<file path="config.mk">
export PLATFORM = sky130hd
export DESIGN_NAME = fetch_stage
export DESIGN_NICKNAME = d
export VERILOG_FILES = /design/src/rtl/fetch_stage.sv
export SDC_FILE = /design/constraint.sdc
export NUM_CORES = 1
export LEC_CHECK = 0
export BUFFER_PORTS_ARGS = -buffer_cell sky130_fd_sc_hd__buf_2
export CAP_MARGIN = 20
export CORE_ASPECT_RATIO = 0.8
export CORE_MARGIN = 2
export CORE_UTILIZATION = 30
export CTS_BUF_LIST = sky130_fd_sc_hd__clkbuf_8
export DETAILED_ROUTE_END_ITERATION = 16
export PLACE_DENSITY = 0.48
export SLEW_MARGIN = 20
export SYNTH_ARGS = -nofsm -noshare
export SYNTH_HDL_FRONTEND = slang
export SYNTH_SLANG_ARGS = --single-unit
</file>
<file path="constraint.sdc">
create_clock -name clk -period 4.7 [get_ports clk]
set_input_delay 0.235 -clock clk [delete_from_list [all_inputs] [get_ports clk]]
set_output_delay 0.235 -clock clk [all_outputs]
set_load 0.05 [all_outputs]
</file>
<file path="src/rtl/fetch_stage.sv">
// Instruction fetch stage: PC, imem req/ack fetch, IF/ID register, one-entry stall hold buffer, redirect discard.
// Optional build macro FETCH_CNT_EN adds the fetch_cnt / drop_cnt statistics outputs.
module fetch_stage #(
    parameter int unsigned     XLEN     = 32,
    parameter logic [XLEN-1:0] RESET_PC = '0,
    parameter int unsigned     PC_STEP  = 4
) (
    input  logic            clk,
    input  logic            rst_n,
    output logic            imem_req,
    output logic [XLEN-1:0] imem_addr,
    input  logic            imem_ack,
    input  logic [XLEN-1:0] imem_rdata,
    input  logic            stall,
    input  logic            redirect_valid,
    input  logic [XLEN-1:0] redirect_pc,
    output logic            if_valid,
    output logic [XLEN-1:0] if_instr,
    output logic [XLEN-1:0] if_pc,
    output logic [15:0]     if_imm,
`ifdef FETCH_CNT_EN
    output logic [31:0]     fetch_cnt,
    output logic [15:0]     drop_cnt,
`endif
    output logic [1:0]      state_dbg
);

    typedef enum logic [1:0] {
        IDLE  = 2'd0,
        FETCH = 2'd1,
        HOLD  = 2'd2,
        DROP  = 2'd3
    } state_t;

    localparam logic [XLEN-1:0] STEP = XLEN'(PC_STEP);

    state_t          state;
    logic [XLEN-1:0] pc;
    logic [XLEN-1:0] addr_q;
    logic [XLEN-1:0] hold_instr;
    logic [XLEN-1:0] hold_pc;
    logic [XLEN-1:0] pc_inc;
    logic [XLEN-1:0] redir_tgt;
    logic            consumed;

    // Handshake: imem_req is a level held with a stable imem_addr until a one-cycle imem_ack
    // returns imem_rdata; the IF/ID entry is taken by decode on any cycle with if_valid && !stall.
    assign imem_req  = (state == FETCH) || (state == DROP);
    assign imem_addr = addr_q;
    assign if_imm    = if_instr[15:0];
    assign state_dbg = state;

    assign pc_inc    = pc + STEP;
    assign redir_tgt = redirect_pc & ~(XLEN'(3));
    assign consumed  = !if_valid || !stall;

    // Being in HOLD is what marks the hold buffer as occupied.
    always_ff @(posedge clk or negedge rst_n) begin
        if (!rst_n) begin
            state      <= IDLE;
            pc         <= RESET_PC;
            addr_q     <= '0;
            if_valid   <= 1'b0;
            if_instr   <= '0;
            if_pc      <= '0;
            hold_instr <= '0;
            hold_pc    <= '0;
        end else if (redirect_valid) begin
            if_valid <= 1'b0;
            pc       <= redir_tgt;
            // A request still outstanding must see its ack before refetching.
            if (!imem_ack && (state == FETCH || state == DROP)) begin
                state <= DROP;
            end else begin
                state  <= FETCH;
                addr_q <= redir_tgt;
            end
        end else begin
            case (state)
                IDLE: begin
                    state  <= FETCH;
                    addr_q <= pc;
                end
                FETCH: begin
                    if (imem_ack) begin
                        pc <= pc_inc;
                        if (consumed) begin
                            if_instr <= imem_rdata;
                            if_pc    <= addr_q;
                            if_valid <= 1'b1;
                            addr_q   <= pc_inc;
                        end else begin
                            hold_instr <= imem_rdata;
                            hold_pc    <= addr_q;
                            state      <= HOLD;
                        end
                    end else if (if_valid && !stall) begin
                        if_valid <= 1'b0;
                    end
                end
                HOLD: begin
                    if (!stall) begin
                        if_instr <= hold_instr;
                        if_pc    <= hold_pc;
                        if_valid <= 1'b1;
                        addr_q   <= pc;
                        state    <= FETCH;
                    end
                end
                DROP: begin
                    if (imem_ack) begin
                        addr_q <= pc;
                        state  <= FETCH;
                    end
                end
                default: state <= IDLE;
            endcase
        end
    end

`ifdef FETCH_CNT_EN
    logic load_evt;
    logic drop_evt;

    assign load_evt = !redirect_valid &&
                      ((state == FETCH && imem_ack && consumed) || (state == HOLD && !stall));
    assign drop_evt = imem_ack && ((state == FETCH && redirect_valid) || state == DROP);

    always_ff @(posedge clk or negedge rst_n) begin
        if (!rst_n) begin
            fetch_cnt <= '0;
            drop_cnt  <= '0;
        end else begin
            if (load_evt && fetch_cnt != '1) fetch_cnt <= fetch_cnt + 32'd1;
            if (drop_evt && drop_cnt != '1) drop_cnt <= drop_cnt + 16'd1;
        end
    end
`endif

endmodule

</file>
==> impl_results.html <==
<table>
<tr><th>Metric</th><th>Value</th></tr>
<tr><th colspan="2">Clock tree</th></tr>
<tr><td>Root cell of the clock tree</td><td>clkbuf_8</td></tr>
<tr><td>Sink Count</td><td>190</td></tr>
<tr><td>Largest buffer count on any clock path</td><td>2</td></tr>
<tr><td>CTS HTree Levels</td><td>4</td></tr>
<tr><td>Cts repair resizes</td><td>0</td></tr>
<tr><td>CTS tree</td><td>done</td></tr>
<tr><td>Clk slew on worst S/H paths</td><td>between 0.1 and 0.15 ns</td></tr>
<tr><td>Number of buffers added for setup after CTS</td><td>0</td></tr>
<tr><td>Clock buffer count from CTS</td><td>17</td></tr>
<tr><td>Skew-Pair Late Insertion Delay</td><td>roughly 0.48 ns</td></tr>
<tr><th colspan="2">Detailed routing</th></tr>
<tr><td>DR iter-0 viols</td><td>~380</td></tr>
<tr><td>Total via count in the routed design</td><td>7,053</td></tr>
<tr><td>Number of detailed-route iterations in the first pass</td><td>4</td></tr>
<tr><td>Average detailed-routed wire length per instance</td><td>17.0 um</td></tr>
<tr><td>Count of nets left with antenna violations after detail routing</td><td>0</td></tr>
<tr><td>Detailed-route vias per instance</td><td>4.72</td></tr>
<tr><td>Count of unresolved DRC violations after routing</td><td>0</td></tr>
<tr><td>Overall routed net length</td><td>approximately 25 mm</td></tr>
<tr><th colspan="2">Place</th></tr>
<tr><td>Weighted congestion at the end of routability-driven global placement</td><td>between 0.7 and 0.8</td></tr>
<tr><td>Number of buffers added on ports</td><td>roughly 180</td></tr>
<tr><td>HPWL Detailed</td><td>about 17 mm</td></tr>
<tr><th colspan="2">Synthesis</th></tr>
<tr><td>Number of standard cells after synthesis</td><td>882</td></tr>
<tr><td>Sequential fraction of the synthesis area</td><td>0.504</td></tr>
<tr><td>Synthesized-area fraction occupied by and/or/nand/nor cells</td><td>0.134</td></tr>
<tr><td>Flops &amp; latches, synth</td><td>190</td></tr>
<tr><td>Post-synth top flop</td><td>dfrtp_1</td></tr>
<tr><td>Combinational family with the most area after synthesis</td><td>multiplexers</td></tr>
<tr><td>Number of synthesized flops with an enable pin</td><td>0</td></tr>
<tr><td>Area contributors post-synth</td><td>dfrtp_1 (50%), mux2_2 (8.6%), mux2i_1 (7.0%)</td></tr>
<tr><td>Multiplexer share of the synthesized area</td><td>0.156</td></tr>
<tr><td>Yosys top cell area share</td><td>0.504</td></tr>
<tr><td>Share of synthesized cell area in full adder, half adder and majority cells</td><td>0.00531</td></tr>
<tr><td>XOR/XNOR share of the synthesized area</td><td>0.0464</td></tr>
<tr><td>Mapped cell area</td><td>9430 um^2</td></tr>
<tr><td>Compound-cell area share of the yosys netlist</td><td>0.104</td></tr>
<tr><td>Async S/R FF share, synth</td><td>1.00</td></tr>
<tr><td>Distinct cell type count after synthesis</td><td>59</td></tr>
<tr><td>Syn Nets</td><td>955</td></tr>
<tr><td>Synthesized area per cell</td><td>about 11 um^2</td></tr>
<tr><td>Warnings from Yosys</td><td>0</td></tr>
<tr><td>Library cell with the largest summed area after synthesis</td><td>dfrtp_1</td></tr>
<tr><th colspan="2">Finish</th></tr>
<tr><td>Post-layout net count</td><td>approximately 1,100</td></tr>
<tr><td>Commonest cells after routing, fill and taps aside</td><td>dfrtp_1 (190), buf_2 (181), nand2_1 (118)</td></tr>
<tr><td>Fraction of final layout cells with drive strength greater than 1</td><td>0.292</td></tr>
<tr><td>Most common cell after layout, fill and taps aside</td><td>dfrtp_1</td></tr>
<tr><td>Antenna diodes</td><td>0</td></tr>
<tr><td>Combined flip-flop and latch cell area</td><td>~4800 um^2</td></tr>
<tr><td>FILL cells</td><td>approximately 3,200</td></tr>
<tr><td>Area added between synthesis and finish</td><td>21.3%</td></tr>
<tr><td>Area occupied by multi-input gates</td><td>roughly 4200 um^2</td></tr>
<tr><th colspan="2">Die</th></tr>
<tr><td>Core area</td><td>~31,000 um^2</td></tr>
<tr><td>I/O pins</td><td>between 150 and 200</td></tr>
<tr><td>Num rows</td><td>between 50 and 60</td></tr>
<tr><td>Die footprint</td><td>~33,000 um^2</td></tr>
<tr><td>Die boundary height</td><td>163 um</td></tr>
<tr><td>Overall die width</td><td>between 200 and 250 um</td></tr>
<tr><td>Effective utilization at floorplan</td><td>0.302</td></tr>
<tr><th colspan="2">Setup path</th></tr>
<tr><td>Startpoint type of the worst setup path</td><td>register</td></tr>
<tr><td>Maximum net fanout on the critical path</td><td>33</td></tr>
<tr><td>Largest stage delay on the critical path</td><td>0.47 ns</td></tr>
<tr><td>Worst R2R Path Depth</td><td>8</td></tr>
<tr><td>Cell chain of the critical path</td><td>inv_1 -&gt; ha_1 -&gt; buf_4 -&gt; o21ba_2 -&gt; a31oi_1 -&gt; o21ai_4 -&gt; nor2_2 -&gt; a221oi_1</td></tr>
<tr><td>Element type at the critical path end</td><td>register</td></tr>
<tr><td>Crit Reg-Reg Endpoint</td><td>imem_addr[7]</td></tr>
<tr><td>Launch point of the worst path</td><td>state_dbg[1]</td></tr>
<tr><td>Setup Crit Path Kind</td><td>reg2reg</td></tr>
<tr><td>CP max-delay cell</td><td>dfrtp_1</td></tr>
<tr><td>Origin of the critical flop-to-flop path</td><td>state_dbg[1]</td></tr>
<tr><td>Critical Path RT</td><td>around 5.1 ns</td></tr>
<tr><td>Critical path data arrival time</td><td>3.52 ns</td></tr>
<tr><td>Setup slack on the worst flop-to-flop path</td><td>1.53 ns</td></tr>
<tr><td>CP Capture Point</td><td>imem_addr[7]</td></tr>
<tr><th colspan="2">STA</th></tr>
<tr><td>Post-Route Setup TNS</td><td>0 ns</td></tr>
<tr><td>Final number of max-transition violations</td><td>0</td></tr>
<tr><td>Tcrit/Tclk final</td><td>0.675</td></tr>
<tr><td>Slew headroom</td><td>0.339</td></tr>
<tr><td>Final count of negative-setup-slack endpoints</td><td>0</td></tr>
<tr><td>Worst-case hold slack</td><td>around 0.030 ns</td></tr>
<tr><td>Worst setup skew after layout</td><td>about 0.015 ns</td></tr>
<tr><td>Final critical-path required period</td><td>3.17 ns</td></tr>
<tr><td>Measured slew at the worst slew-check pin</td><td>between 0.9 and 1 ns</td></tr>
<tr><td>RSZ-0062 raised after global routing</td><td>no</td></tr>
<tr><td>Max Fclk</td><td>0.315 GHz</td></tr>
<tr><td>Final Hold Fails</td><td>0</td></tr>
<tr><th colspan="2">Global routing</th></tr>
<tr><td>Grt ovf</td><td>0</td></tr>
<tr><td>Global Route Usage Sum</td><td>0.157</td></tr>
<tr><td>Vias in the first global route</td><td>6,860</td></tr>
<tr><td>Wire length of the first global-routing pass</td><td>approximately 40 mm</td></tr>
<tr><td>Maximum number of pins on one net before global-route repair</td><td>roughly 120</td></tr>
<tr><td>Number of antenna violations at the first check in global routing</td><td>0</td></tr>
<tr><th colspan="2">Pwr</th></tr>
<tr><td>Total power density per cell area</td><td>about 590 nW/um^2</td></tr>
<tr><td>Static Leakage</td><td>just under 5 nW</td></tr>
<tr><td>Worst voltage drop across the vdd grid</td><td>about 0.25 mV</td></tr>
<tr><th colspan="2">Job</th></tr>
<tr><td>Max-cap violations</td><td>0</td></tr>
<tr><th colspan="2">Outcome</th></tr>
<tr><td>Outcome</td><td>finished, final reports clean</td></tr>
<tr><th colspan="2">Worst hold path</th></tr>
<tr><td>Type of the worst min-delay path</td><td>in2reg</td></tr>
<tr><td>Number of stages on the worst hold path</td><td>2</td></tr>
</table>
==> registers in the layout, summed over array words and instances, names as in the netlist <==
register,flops
if_valid,1
state_dbg,2
hold_pc,31
hold_instr,32
pc,30
imem_addr,31
if_pc,31
if_instr,32
==> final cells by class <==
class	instances	area share
clock buffers	18	0.0216
well taps	420	0.0459
repair buffers	242	0.133
flip-flops and latches	190	0.415
multi-input cells	601	0.370
inverters	8	0.00262
clock inverters	14	0.0109
==> cells in the mapped netlist, types with 19 or more instances <==
library cell	instances
a21oi_1	24
buf_2	32
buf_4	20
clkbuf_1	24
dfrtp_1	190
mux2_2	72
mux2i_1	66
nand2_1	119
nand3_1	19
nand4_1	20
nor2_1	29
o21ai_0	94
xnor2_1	20
xor2_1	30
==> where the power goes <==
| group | internal (mW) | switching, mW |
|---|---|---|
| clock | 0.403 | 0.679 |
| combinational | 0.809 | 2.16 |
| sequential | 2.24 | 0.435 |
==> how the worst min path moves through the flow <==
stage / startpoint / to
floorplan: rst_n / hold_instr[0]
global placement: rst_n / if_instr[22]
detailed placement: rst_n / if_instr[17]
CTS: redirect_pc[8] / pc[8]
global route: redirect_pc[8] / pc[8]
finish: redirect_pc[8] / pc[8]
==> per-layer routing <==
metal,vias to the layer above,wire (um),global-route usage,share of wire
li1,3452,-,-,-
met1,3465,13500,0.239,0.53
met2,126,11000,0.233,0.43
met3,10,779,0.0266,0.031
met4,0,196,0.0309,0.0077
met5,-,0,0,0
==> timing repair <==
item	4_1_cts	5_1_grt
hold buffers	51	0
setup endpoints to repair	0	0
hold endpoints to repair	126	0
==> per-stage QoR <==
step	utilization	total power, mW	cells	worst slack (ns)	instance area, um^2
final	0.367	6.72	1493	1.53	11400
after global routing	0.367	7.13	1493	1.27	11400
after CTS	0.367	6.82	1493	1.49	11400
after detailed placement	0.338	5.68	1410	1.51	10600
after global placement	0.338	5.64	1410	1.54	10600
after floorplan	-	4.95	882	2.46	9430
==> kinds of logic after synthesis <==
| logic type | Yosys count |
|---|---|
| muxes | 138 |
| and+or+nand+nor | 246 |
| buffers and inverters | 91 |
| AOI/OAI and AO/OA | 163 |
| xor gates and xnor gates | 50 |
| adders and majority gates | 4 |
| DFF | 190 |
==> worst max-delay path, delay by kind of cell, from the launching register on <==
| family | cells | cell delay [ns] |
|---|---|---|
| fa+ha+maj | 1 | 0.45 |
| flops | 1 | 0.47 |
| buf+inv | 2 | 0.41 |
| simple gates | 1 | 0.42 |
| compound gates | 4 | 1.28 |
(Power assumes the default switching activity.)
